**src/rtl/seq_divider_if.sv**
```systemverilog
// Handshake/data bundle between the control unit and the sequential divider.
interface seq_divider_if #(
  parameter int WIDTH = 32
);
  logic [WIDTH-1:0]   dataA;
  logic [WIDTH-1:0]   dataB;
  logic [5:0]         Signal;
  logic [2*WIDTH-1:0] dataOut;
  logic               busy;
  logic               done;
  logic               div_zero;

  // Control unit side: issues commands and operands, reads results.
  modport master (
    output dataA, dataB, Signal,
    input  dataOut, busy, done, div_zero
  );

  // Divider side.
  modport slave (
    input  dataA, dataB, Signal,
    output dataOut, busy, done, div_zero
  );
endinterface

```
**src/rtl/seq_divider.sv**
```systemverilog
// Multi-cycle restoring divider, signed (DIV) or unsigned (DIVU), one quotient
// bit per cycle. The result is kept internally and copied to dataOut on OUT.
module seq_divider #(
  parameter int WIDTH = 32
) (
  input  logic         clk,
  input  logic         reset,
  seq_divider_if.slave bus
);
  localparam int CW = $clog2(WIDTH + 1);
  localparam logic [5:0] CMD_DIV  = 6'd26;
  localparam logic [5:0] CMD_DIVU = 6'd27;
  localparam logic [5:0] CMD_OUT  = 6'd63;

  typedef enum logic [1:0] {IDLE, RUN, FIX, DONE} state_t;

  state_t             state, state_next;
  logic [CW-1:0]      count;
  logic [WIDTH-1:0]   rem, quo, divisor, dividend_raw;
  logic               q_neg, r_neg, dz;
  logic [2*WIDTH-1:0] data_out;
  logic               busy, done;

  // Start decode and operand conditioning (magnitudes in signed mode).
  logic             start, is_signed, a_neg, b_neg, b_zero;
  logic [WIDTH-1:0] a_mag, b_mag;
  logic [WIDTH:0]   shifted, trial;

  assign start     = ((state == IDLE) || (state == DONE)) &&
                     ((bus.Signal == CMD_DIV) || (bus.Signal == CMD_DIVU));
  assign is_signed = (bus.Signal == CMD_DIV);
  assign a_neg     = is_signed & bus.dataA[WIDTH-1];
  assign b_neg     = is_signed & bus.dataB[WIDTH-1];
  assign a_mag     = a_neg ? (~bus.dataA + 1'b1) : bus.dataA;
  assign b_mag     = b_neg ? (~bus.dataB + 1'b1) : bus.dataB;
  assign b_zero    = (bus.dataB == '0);

  // One restoring step: shift {rem, quo} left and trial-subtract the divisor.
  // rem < divisor always holds, so WIDTH+1 bits cannot overflow.
  assign shifted = {rem, quo[WIDTH-1]};
  assign trial   = shifted - {1'b0, divisor};

  // State register.
  always_ff @(posedge clk or negedge reset) begin
    if (!reset) state <= IDLE;
    else        state <= state_next;
  end

  // Next-state logic; a start in DONE discards the unread result.
  always_comb begin
    state_next = state;
    case (state)
      IDLE: if (start) state_next = b_zero ? FIX : RUN;
      RUN:  if (count == CW'(1)) state_next = FIX;
      FIX:  state_next = DONE;
      DONE: begin
        if (start)                       state_next = b_zero ? FIX : RUN;
        else if (bus.Signal == CMD_OUT)  state_next = IDLE;
      end
      default: state_next = IDLE;
    endcase
  end

  // Status outputs decoded from state, so busy and done are mutually exclusive.
  always_comb begin
    busy = (state == RUN) || (state == FIX);
    done = (state == DONE);
  end

  // Datapath: operand latch, iteration, sign fix-up and result hand-off.
  always_ff @(posedge clk or negedge reset) begin
    if (!reset) begin
      count        <= '0;
      rem          <= '0;
      quo          <= '0;
      divisor      <= '0;
      dividend_raw <= '0;
      q_neg        <= 1'b0;
      r_neg        <= 1'b0;
      dz           <= 1'b0;
      data_out     <= '0;
    end else if (start) begin
      count        <= b_zero ? '0 : CW'(WIDTH);
      rem          <= '0;
      quo          <= a_mag;
      divisor      <= b_mag;
      dividend_raw <= bus.dataA;
      q_neg        <= a_neg ^ b_neg;
      r_neg        <= a_neg;
      dz           <= b_zero;
    end else begin
      case (state)
        RUN: begin
          count <= count - 1'b1;
          rem   <= trial[WIDTH] ? shifted[WIDTH-1:0] : trial[WIDTH-1:0];
          quo   <= {quo[WIDTH-2:0], ~trial[WIDTH]};
        end
        FIX: begin
          if (dz) begin
            quo <= '1;
            rem <= dividend_raw;
          end else begin
            if (q_neg) quo <= ~quo + 1'b1;
            if (r_neg) rem <= ~rem + 1'b1;
          end
        end
        DONE: if (bus.Signal == CMD_OUT) data_out <= {quo, rem};
        default: ;
      endcase
    end
  end

  assign bus.dataOut  = data_out;
  assign bus.busy     = busy;
  assign bus.done     = done;
  assign bus.div_zero = dz;
endmodule

```
**src/flat_wrapper.sv**
```systemverilog
// flat-port wrapper written by rule: the top's interface ports become plain ports
module seq_divider_flat 
#(
  parameter int WIDTH = 32
)
  (clk, reset, bus_dataA, bus_dataB, bus_Signal, bus_dataOut, bus_busy, bus_done, bus_div_zero);
  seq_divider_if #(.WIDTH(WIDTH)) bus_i ();
  input  logic clk;
  input  logic reset;
  input wire logic [$bits(bus_i.dataA)-1:0] bus_dataA;
  input wire logic [$bits(bus_i.dataB)-1:0] bus_dataB;
  input wire logic [$bits(bus_i.Signal)-1:0] bus_Signal;
  output wire logic [$bits(bus_i.dataOut)-1:0] bus_dataOut;
  output wire logic [$bits(bus_i.busy)-1:0] bus_busy;
  output wire logic [$bits(bus_i.done)-1:0] bus_done;
  output wire logic [$bits(bus_i.div_zero)-1:0] bus_div_zero;
  assign bus_i.dataA = bus_dataA;
  assign bus_i.dataB = bus_dataB;
  assign bus_i.Signal = bus_Signal;
  assign bus_dataOut = bus_i.dataOut;
  assign bus_busy = bus_i.busy;
  assign bus_done = bus_i.done;
  assign bus_div_zero = bus_i.div_zero;
  seq_divider #(.WIDTH(WIDTH)) u_core (.clk(clk), .reset(reset), .bus(bus_i));
endmodule
```
**config.mk**
```make
export PLATFORM = sky130hd
export DESIGN_NAME = seq_divider_flat
export DESIGN_NICKNAME = d
export VERILOG_FILES = /design/src/rtl/seq_divider_if.sv /design/src/rtl/seq_divider.sv /design/src/flat_wrapper.sv
export SDC_FILE = /design/constraint.sdc
export NUM_CORES = 1
export LEC_CHECK = 0
export CORE_UTILIZATION = 25
export DETAILED_ROUTE_END_ITERATION = 10
export GPL_ROUTABILITY_DRIVEN = 1
export GPL_TIMING_DRIVEN = 0
export SLEW_MARGIN = 20
export SYNTH_ARGS = -nofsm -noshare
export SYNTH_HDL_FRONTEND = slang
export SYNTH_SLANG_ARGS = --single-unit
export TNS_END_PERCENT = 30
```
**constraint.sdc**
```tcl
create_clock -name clk -period 7.7 [get_ports clk]
set_clock_uncertainty 0.05 [all_clocks]
set_input_delay 1.155 -clock clk [delete_from_list [all_inputs] [get_ports clk]]
set_output_delay 1.155 -clock clk [all_outputs]
set_load 0.02 [all_outputs]
```
; ---- Yosys cells after proc, flatten, opt, wreduce, memory -nomap -nowiden
; Index checks and enable logic that the tools add are counted.
[totals]
regBits = 203
inputBits = 72
output_inout_bits = 67
wordCells = 69
[op_classes]
add_sub_neg = 6
eq_ne = 12
n_mux = 20
bitwise = 9
reduce_logical = 12
[op_table]
columns = cell, count
row1 = $mux 32, 9
row2 = $add 32x1->32 const B, 4
row3 = $not 32->32, 4
row4 = $pmux 32 s2, 2
row5 = $sub 33x32->33, 1
row6 = $logic_not 32->1, 1
row7 = $mux 6, 3
row8 = $eq 6x5->1 const B, 2
row9 = $mux 2, 5
row10 = $ne 4x1->1 const B, 2
row11 = $pmux 2 s4, 1
row12 = $eq 6x1->1 const B, 1
row13 = $eq 6x6->1 const B, 1
row14 = $reduce_and 3->1, 2
row15 = $sub 6x1->6 const B, 1
row16 = $eq 2x2->1 const B, 2
row17 = $ne 2x1->1 const B, 2
row18 = $reduce_and 2->1, 2
row19 = $logic_or 1x1->1, 3
row20 = $ne 3x1->1 const B, 1
row21 = $reduce_bool 3->1, 1
row22 = $and 1x1->1, 2
row23 = $eq 2x1->1 const B, 1
row24 = $logic_not 2->1, 1
row25 = other kinds (4), 5

; ---- Depth between registers and ports, before layout
; Gate-level depths: netlist (run 1).
[depth]
depth_word = 6
depth_mapped = 15

; ---- Worst setup path after synthesis (run 1)
; No wires, ideal clock.
[synth_timing]
path_kind = input to register
startpoint = input port bus_dataA[8]
endpoint = register u_core.quo[23]
setup_time_ns = 0.126
t_arrival_ns = 3.553
required_time_ns = 7.524
setup_slack_ns = 3.971
stages = 9
n_path_buf = 0
cell_sequence = or3_1 -> or3_1 -> or3_1 -> or4_1 -> nor2_1 -> or3_1 -> a21oi_1 -> o31a_1 -> o32a_1
[synth_between]
elab_chain_cells = 4
[synth_rtl]
columns = item, line_no
row1 = "start, declared", flat_wrapper.sv:10  ; input wire logic [$bits(bus_i.dataA)-1:0] bus_dataA;
row2 = $not 32->32, seq_divider.sv:34  ; assign a_mag = a_neg ? (~bus.dataA + 1'b1) : bus.dataA;
row3 = $add 32x1->32, seq_divider.sv:34
row4 = $mux 32, seq_divider.sv:34
row5 = $mux 32, seq_divider.sv:82  ; end else if (start) begin
row6 = "end signal, assigned", seq_divider.sv:85  ; quo <= a_mag;
row7 = "end signal, assigned", seq_divider.sv:96  ; quo <= {quo[WIDTH-2:0], ~trial[WIDTH]};
row8 = "end signal, assigned", seq_divider.sv:103  ; if (q_neg) quo <= ~quo + 1'b1;
row9 = "end, declared", seq_divider.sv:19  ; logic [WIDTH-1:0] rem, quo, divisor, dividend_raw;
; No other way between the ends.
; A chain may end at the register's enable or synchronous reset.

; ---- Final worst setup path (run 1)
[layout_timing]
startpoint = input port bus_Signal[3]
endpoint = register u_core.quo[30]
[layout_between]
elab_chain_cells = 5
[layout_rtl]
columns = item, line_no
row1 = "start, declared", flat_wrapper.sv:12  ; input wire logic [$bits(bus_i.Signal)-1:0] bus_Signal;
row2 = "$eq 6x5->1, on equally long branches", "seq_divider.sv:30, seq_divider.sv:31"
row3 = $logic_or 1x1->1, seq_divider.sv:30  ; ((bus.Signal == CMD_DIV) || (bus.Signal == CMD_DIVU));
row4 = $logic_and 1x1->1, seq_divider.sv:29  ; assign start = ((state == IDLE) || (state == DONE)) &&
row5 = $ne 4x1->1 (no line) or $reduce_bool 3->1 (tied branches), n/a
row6 = $reduce_and 2->1 (no line), n/a
; Parallel ways exist; a longest one is shown, timed or not.

==> flow_summary.toml, run 1 <==
[detailed_routing]
antenna_left = 0
routed_wl_mm = 48.0
vias = 12600
drc = 0
post_drt_wl_per_cell_um = 19.8
dr.first_iter.drc_count = 934
first_pass_iters = 5
viasPerCell = 5.21

[sta]
fin_tns_setup_ps = 0
max_freq_mhz = 234
slew_violations = 0
finalWorstSetupSlack_ps = 3430
rsz0062_at_grt = "no"
post-route-period-util_pct = 55.5
hold_viol = 0
relSlewSlack_pct = 27.0
layout_min_cycle_time_ps = 4270
final-setup-viol-count = 0
worstMarginPinSlew_ps = 1100

[logic_synthesis]
yosysUniqueCellTypes = 69
netlist_area_um2 = 13300
synth-seq-cells = 203
async_flop_share_pct = 100
synth_edf_count = 0
avgSynthCellArea_um2 = 8.60
syn_inst = 1550
ys_warn_count = 0
synth_top_flop_cell = "dfrtp_1"
synthesis.nets = 1667
seq_area_frac_synth_pct = 38.1

[placement]
port_buffers = 138
gp_congestion = 0.934
place_ws_ps = 3070
place_hpwl_mm = 36.6
placed_area_um2 = 15600
placedCellCount = 2378

[die]
start_util_pct = 25.3
ios = 139
die_h_um = 233
row_count = 84
chipWidth_um = 233
dieArea_um2 = 54300
core_region_area_um2 = 52700

[clock_network]
numCtsBuffers = 23
cts.sinks = 203
root_buffer = "clkbuf_16"
clock_latency_ps = 520
cts_hold_buf = 0
htree_levels = 1
cts.clk_slew.worst_paths_ps = 60
post-cts-setup-buffers = 0
cts.path.max_buffers = 3
cts_tree = "yes"
ctsResizeCount = 0

[run_status]
status = "finished, final reports clean"

[worst_setup_path]
max_stage_delay_ps = 520
cp.arrival_ps = 4590
required_ps = 8020
worst-path-buf-inv = 3
path_cells = "clkdlybuf4s50_1, nand3_1, or3_1, nor2_1, and2_1, clkbuf_1, clkbuf_1, o41ai_1, xor2_1, nor2_1, a21oi_1, o31ai_2"
worstSetupStartpointType = "input port"
critPathTopFamily = "buffers and inverters"
crit_path_top_delay_cell = "clkbuf_1"
crit_fanout = 10
end_kind = "flop"
critical_path_class = "in2reg"

[global_routing]
grt_pass1_wl_mm = 73.0
grt_usage_pct = 17.5
grt_pass1_vias = 12600
grt_start_max_net_pins = 80
globalRoute.totalOverflow = 0
antenna_found_initial = 7

[power_and_ir_drop]
p_leak_nw = 6.70
total_power_mw = 7.78
p_per_area_nw_per_um2 = 474
peakVddDrop_mv = 0.201

[finish]
finalInstanceArea_um2 = 16400
fillers = 5463
final_cells = 2420
area.growth.synth_to_final_pct = 23.0
nets = 1832
regArea_um2 = 5080
final_layout_size_suffix_gt1_share_pct = 7.86
multi_input_area_um2 = 7670

[flow_run]
drv_cap = 0

[hold_path]
hold_path_class = "reg2reg"
-- worst reg2reg max path, cell delays in order (launching register included) --
cell	delay, ps
dfrtp_1	470
ha_1	300
clkbuf_1	170
a21oi_1	200
o21ai_0	130
a221oi_1	450
o211ai_1	210
nor4_1	320
nor2_1	160
xnor2_1	430
buf_2	370
buf_2	350
mux2i_1	230
nand2_1	70
a22o_1	200
-- synthesized netlist by cell type, types with 29 or more instances --
master / n / area [um2]
inv_1: 58 / 218
dfrtp_1: 203 / 5080
nor3_1: 37 / 185
ha_1: 44 / 551
xor2_1: 60 / 526
nor2_1: 101 / 379
xnor2_1: 58 / 508
o21ai_0: 123 / 616
a21oi_1: 82 / 410
nand2_1: 266 / 998
o211ai_1: 29 / 218
mux2_2: 72 / 811
clkbuf_1: 70 / 263
-- worst paths after layout --
check / end / from / slack (ps) / cells after the start
min reg2reg: u_core.dividend_raw[6] / u_core.dividend_raw[6] / 420 / 2
min: u_core.dividend_raw[6] / u_core.dividend_raw[6] / 420 / 2
max: u_core.quo[30] / bus_Signal[3] / 3430 / 12
max in group asynchronous: u_core.bus.dataOut[21] / reset / 6010 / 3
max reg2reg: u_core.rem[20] / u_core.rem[10] / 3460 / 14
min in group asynchronous: u_core.bus.dataOut[57] / reset / 470 / 1
-- stage by stage --
| stage | util, % | hold WS [ps] |
|---|---|---|
| after floorplan | - | 387 |
| after global placement | 29.6 | 409 |
| after detailed placement | 29.7 | 408 |
| after CTS | 31.1 | 422 |
| after global routing | 31.1 | 445 |
| final | 31.2 | 425 |
-- layer usage --
layer | up-vias | share of wire [%] | GRT usage (%) | routed length [um]
li1 | 5865 | - | - | -
met1 | 6193 | 42 | 21.6 | 20200
met2 | 436 | 48 | 30.0 | 23100
met3 | 109 | 6.3 | 3.54 | 3020
met4 | 14 | 3.4 | 6.35 | 1640
met5 | - | 0.19 | 0 | 89
-- placed cells by master, fill, tap and decap left out, drive strengths merged, types with 11 or more instances in the layout --
master	Yosys	layout
xor2	60	60
nor2	101	101
o221ai	17	17
o41ai	11	11
or3	24	24
clkdlybuf4s50	0	137
o31ai	18	18
dfrtp	203	203
inv	58	58
mux2	73	73
mux2i	20	20
nor4	21	21
o22ai	16	16
o211ai	29	29
a21oi	82	82
nand2	266	266
a31oi	25	25
nand3	21	21
ha	44	44
xnor2	58	58
buf	23	26
o21ai	124	124
clkbuf	70	103
nand2b	17	17
or4	12	12
nor3	38	38
-- power breakdown --
| part | leakage (nW) | total (mW) | switching [mW] | internal (mW) |
|---|---|---|---|---|
| Combinational | 3.75 | 4.64 | 2.72 | 1.91 |
| Clock | 0.366 | 1.13 | 0.465 | 0.665 |
| Sequential | 2.58 | 2.01 | 0.483 | 1.53 |
| Total | 6.70 | 7.78 | 3.67 | 4.11 |
-- cell type report --
class,count,share of cell area [%]
diodes,1,0.0153
well taps,688,5.25
flip-flops and latches,203,31.0
inverters,58,1.33
clock inverters,8,0.595
repair buffers,140,8.79
plain buffers,93,2.23
clock buffers,33,4.04
multi-input cells,1196,46.8
-- state kept, by name, indices dropped and copies added (netlist names) --
signal and count:
u_core.bus.dataOut 64, u_core.dividend_raw 32, u_core.divisor 32, u_core.quo 32
u_core.rem 32, u_core.count 6, u_core.state 2, u_core.bus.div_zero 1
u_core.q_neg 1, u_core.r_neg 1
-- cell families after synthesis --
family / synth area share, %
simple gates: 18.4
compound gates: 19.5
fa+ha+maj: 4.28
xor+xnor: 7.75
flops: 38.1
buf+inv: 4.38
mux: 7.67
Note: power is estimated with default switching activity, not from simulation.
==> inputs of run 2 (changes only) <==
==> constraint.sdc (replaced) <==
create_clock -name clk -period 3.5 [get_ports clk]
set_clock_uncertainty 0.05 [all_clocks]
set_input_delay 0.525 -clock clk [delete_from_list [all_inputs] [get_ports clk]]
set_output_delay 0.525 -clock clk [all_outputs]
set_load 0.02 [all_outputs]
==> run 2 against run 1 <==
Cell area rose by 2.5%. Power rose by 130%. Critical path type is now reg2reg. Largest cell class unchanged. Sequential power rose by 120%. Clock-buffer cell count did not move. Clock power rose by 120%. Largest power group unchanged. Sequential cell count did not move. Worst setup slack got worse by 3400 ps. Via count rose by 0.33%. Hold slack got worse by 1.5 ps. Core utilization rose by 0.77 points.
==> flow_summary.toml, run 2 (synthesis gave the netlist of run 1 again) <==
[run_status]
status = "finished, final reports clean"

[detailed_routing]
drc = 0
vias = 12700
post_drt_wl_per_cell_um = 19.9
first_pass_iters = 6
dr.first_iter.drc_count = 924
routed_wl_mm = 48.3
antenna_left = 0
viasPerCell = 5.22

[power_and_ir_drop]
peakVddDrop_mv = 0.571
total_power_mw = 17.9
p_per_area_nw_per_um2 = 1070
p_leak_nw = 6.80

[finish]
regArea_um2 = 5090
largest_reg_flops = 64
fillers = 5423
nets = 1836
most-common-layout-cells = "nand2_1 (265), dfrtp_1 (191), clkdlybuf4s50_1 (137)"
final_common_cell = "nand2_1"
multi_input_area_um2 = 7970
post-route-util_pct = 31.9
final_layout_size_suffix_gt1_share_pct = 11.9
area.growth.synth_to_final_pct = 26.1

[placement]
gp_congestion = 0.934
port_buffers = 138
place_hpwl_mm = 36.6

[die]
ios = 139
core_region_area_um2 = 52700
die_h_um = 233
row_count = 84
start_util_pct = 25.3
chipWidth_um = 233
dieArea_um2 = 54300

[sta]
rsz0062_at_grt = "yes"
worstMarginPinSlew_ps = 1110
max_freq_mhz = 288
final-setup-viol-count = 0
post-route-period-util_pct = 99.1
hold_slack_ps = 423
slew_violations = 0
hold_viol = 0
layout_min_cycle_time_ps = 3470
relSlewSlack_pct = 25.9
fin_tns_setup_ps = 0

[worst_setup_path]
end_kind = "flop"
worstSetupStartpointType = "flop"
crit_fanout = 9
required_ps = 3830
critical_path_class = "reg2reg"
cp.arrival_ps = 3800

[global_routing]
antenna_found_initial = 7
grt_usage_pct = 17.6
globalRoute.totalOverflow = 0
grt_pass1_vias = 12600
grt_pass1_wl_mm = 73.3
grt_start_max_net_pins = 80

[clock_network]
cts.clk_slew.worst_paths_ps = 60
cts.path.max_buffers = 3
numCtsBuffers = 23
htree_levels = 1
cts.sinks = 203
root_buffer = "clkbuf_16"
clock_latency_ps = 530
cts_tree = "yes"

[flow_run]
drv_cap = 0

[hold_path]
hold_path_class = "reg2reg"
==> run 2: changes by cell type in the layout (fill, tap and decap cells not counted), sizes merged <==
cell / delta
buf: +9
clkbuf: -7
dlygate4sd3: +1
clkdlybuf4s15: +1
==> run 2: path summary, 6_finish.rpt <==
path                                         from                endpoint  slack (ps)  depth (start not counted)
setup / recovery                    u_core.quo[8]          u_core.quo[30]          30                         10
hold / removal             u_core.dividend_raw[6]  u_core.dividend_raw[6]         420                          2
setup reg to reg                    u_core.quo[8]          u_core.quo[30]          30                         10
hold reg to reg            u_core.dividend_raw[6]  u_core.dividend_raw[6]         420                          2
max in group asynchronous                   reset          u_core.rem[10]        1830                          4
min in group asynchronous                   reset  u_core.bus.dataOut[57]         440                          2
==> run 2: area by class of cell <==
class / count / area share [%]
multi-input combinational: 1196 / 47.4
buffer: 88 / 2.31
timing repair buffer: 149 / 8.99
antenna: 1 / 0.0149
clock inverter: 8 / 0.581
tap: 688 / 5.12
inverter: 58 / 1.30
sequential: 203 / 30.3
clock buffer: 33 / 3.94
==> run 2: power by group <==
part,switching [mW],internal [mW],leakage (nW),total (mW)
sequential,1.10,3.38,2.57,4.48
combinational,6.23,4.72,3.86,11.0
clock,1.02,1.46,0.366,2.48
total,8.36,9.56,6.80,17.9
==> run 2: stage by stage <==
stage	worst slack, ps	instance area, um2	cells
6_report	33.0	16800	2424
5_1_grt	-47.9	16800	2423
4_1_cts	9.47	16500	2421
3_5_place_dp	-702	15600	2378
3_3_place_gp	-6960	15600	2376
2_1_floorplan	158	13300	1550
==> run 2: what timing repair did <==
action,in CTS,in global routing
hold buffers,1,0
buffers inserted,3,5
pin swaps,4,9
setup endpoints to repair,37,50
endpoints found under the hold margin,46,0
resized for setup,26,66
==> run 2: worst max-delay path, stage by stage (launching register included) <==
cell and delay, ps:
dfrtp_1 370, buf_6 140, or4_4 510, or3_4 390, or2_4 270, or3_4 390
or4_4 480, nor4_4 180, mux2_4 330, o22ai_2 130, o31ai_2 70
==> run 2: per-layer routing <==
| metal | global-route usage [%] | routed length [um] | vias up | share of wire [%] |
|---|---|---|---|---|
| met4 | 6.84 | 1780 | 14 | 3.7 |
| met2 | 29.9 | 23200 | 462 | 48 |
| met1 | 21.5 | 20100 | 6174 | 42 |
| met5 | 0 | 89 | - | 0.18 |
| li1 | - | - | 5887 | - |
| met3 | 3.84 | 3220 | 122 | 6.7 |
==> inputs of run 3 (changes only) <==
--- a/config.mk
+++ b/config.mk
@@ -9,7 +9,6 @@
 export DETAILED_ROUTE_END_ITERATION = 10
 export GPL_ROUTABILITY_DRIVEN = 1
 export GPL_TIMING_DRIVEN = 0
-export SLEW_MARGIN = 20
 export SYNTH_ARGS = -nofsm -noshare
 export SYNTH_HDL_FRONTEND = slang
 export SYNTH_SLANG_ARGS = --single-unit
==> constraint.sdc (replaced) <==
create_clock -name clk -period 3.8 [get_ports clk]
set_clock_uncertainty 0.05 [all_clocks]
set_input_delay 0.57 -clock clk [delete_from_list [all_inputs] [get_ports clk]]
set_output_delay 0.57 -clock clk [all_outputs]
set_load 0.02 [all_outputs]
==> run 3 against run 2 <==
Core utilization shrank 0.57 points. First-iteration DRC count rose by 14%. Global-route usage about the same.
==> flow_summary.toml, run 3 (synthesis gave the netlist of run 1 again) <==
[clock_network]
cts.path.max_buffers = 3
root_buffer = "clkbuf_16"
cts_tree = "yes"
cts.clk_slew.worst_paths_ps = 70
htree_levels = 1
cts.sinks = 203
clock_latency_ps = 530
numCtsBuffers = 23

[power_and_ir_drop]
total_power_mw = 16.1
p_leak_nw = 6.74
p_per_area_nw_per_um2 = 975
peakVddDrop_mv = 0.517

[worst_setup_path]
worst-path-buf-inv = 4
critical_path_class = "reg2reg"
cp.arrival_ps = 4130
critPathTopFamily = "buffers and inverters"
crit_path_top_delay_cell = "buf_1"
worstSetupStartpointType = "flop"
end_kind = "flop"
ff2ff_setup_slack_ps = 70
crit_top_cell = "clkbuf_1"
path_cells = "inv_1, ha_1, nand2b_1, clkbuf_1, buf_1, clkbuf_1, o221ai_1, a21oi_1"
crit_fanout = 10
required_ps = 4190
max_stage_delay_ps = 770

[detailed_routing]
post_drt_wl_per_cell_um = 19.9
antenna_left = 0
dr.first_iter.drc_count = 1055
vias = 12700
first_pass_iters = 5
viasPerCell = 5.23
drc = 0
routed_wl_mm = 48.3

[die]
die_h_um = 233
core_region_area_um2 = 52700
chipWidth_um = 233
start_util_pct = 25.3
dieArea_um2 = 54300
row_count = 84
ios = 139

[hold_path]
hold_path_class = "reg2reg"

[finish]
final_layout_size_suffix_gt1_share_pct = 8.77
nets = 1834
largest_reg_flops = 64
most-common-layout-cells = "nand2_1 (266), dfrtp_1 (202), clkdlybuf4s50_1 (137)"
final_common_cell = "nand2_1"
area.growth.synth_to_final_pct = 23.8

[global_routing]
globalRoute.totalOverflow = 0
antenna_found_initial = 8
met3_usage_pct = 4.01
top_usage_layer = "met2"
grt_pass1_wl_mm = 72.9
grt_start_max_net_pins = 80
use_met2_pct = 30.1
grt_pass1_vias = 12500
grtUsageMet1_pct = 21.3
grt_usage_pct = 17.6

[sta]
hold_slack_ps = 426
final-setup-viol-count = 0
max_freq_mhz = 268
rsz0062_at_grt = "yes"
post-route-period-util_pct = 98.2
layout_min_cycle_time_ps = 3730
relSlewSlack_pct = 29.2
hold_viol = 0
slew_violations = 0
worstMarginPinSlew_ps = 1060
finalWorstSetupSlack_ps = 67.0

[placement]
port_buffers = 138
place_ws_ps = -723
gp_congestion = 0.934
place_hpwl_mm = 36.6

[flow_run]
drv_cap = 0

[run_status]
status = "finished, final reports clean"
## run 3: path summary, 6_finish.rpt
| kind | from | endpoint | depth (start not counted) |
|---|---|---|---|
| max in group asynchronous | reset | u_core.rem[10] | 4 |
| min in group asynchronous | reset | u_core.bus.dataOut[57] | 2 |
| min reg2reg | u_core.dividend_raw[6] | u_core.dividend_raw[6] | 2 |
| max reg2reg | u_core.state[1] | u_core.quo[29] | 8 |
| max | u_core.state[1] | u_core.quo[29] | 8 |
| min | u_core.dividend_raw[6] | u_core.dividend_raw[6] | 2 |
## run 3: repair_timing
item,in CTS,in global routing
setup endpoints to repair,31,37
hold buffers,1,0
setup buffers,0,2
hold endpoints to repair,46,0
gates resized for setup,8,18
pin swaps,0,7
## run 3: power breakdown
part	leakage, nW	internal, mW	switching [mW]
clock	0.365	1.31	0.968
sequential	2.58	3.10	0.985
combinational	3.79	4.08	5.65
## run 3: layout make-up
| class | instances | area (um2) |
|---|---|---|
| Antenna cell | 2 | 5.00 |
| Buffer | 92 | 389 |
| Clock buffer | 29 | 628 |
| Clock inverter | 12 | 121 |
| Fill cell | 5429 | 36100 |
| Inverter | 58 | 218 |
| Multi-Input combinational cell | 1196 | 7740 |
| Sequential cell | 203 | 5080 |
| Tap cell | 688 | 861 |
| Timing Repair Buffer | 143 | 1470 |
## run 3: per-stage QoR
stage	util (%)	setup TNS (ps)	area, um2	cells
after floorplan	-	0	13300	1550
after global placement	29.6	-1379980	15600	2376
after detailed placement	29.7	-25970	15600	2378
after CTS	31.2	-79.0	16400	2420
after global routing	31.4	-9.69	16500	2422
final	31.4	0	16500	2423
## run 3: per-layer routing
| layer | vias up | routed length, um |
|---|---|---|
| met3 | 111 | 3400 |
| met2 | 454 | 23200 |
| met5 | - | 88 |
| met4 | 14 | 1760 |
| li1 | 5866 | - |
| met1 | 6216 | 19800 |
## run 3: worst register-to-register path: stages, from the launching register on
cell      delay (ps)
dfrtp_1          400
inv_1            120
ha_1             470
nand2b_1         150
clkbuf_1         550
buf_1            770
clkbuf_1         670
o221ai_1         250
a21oi_1          220
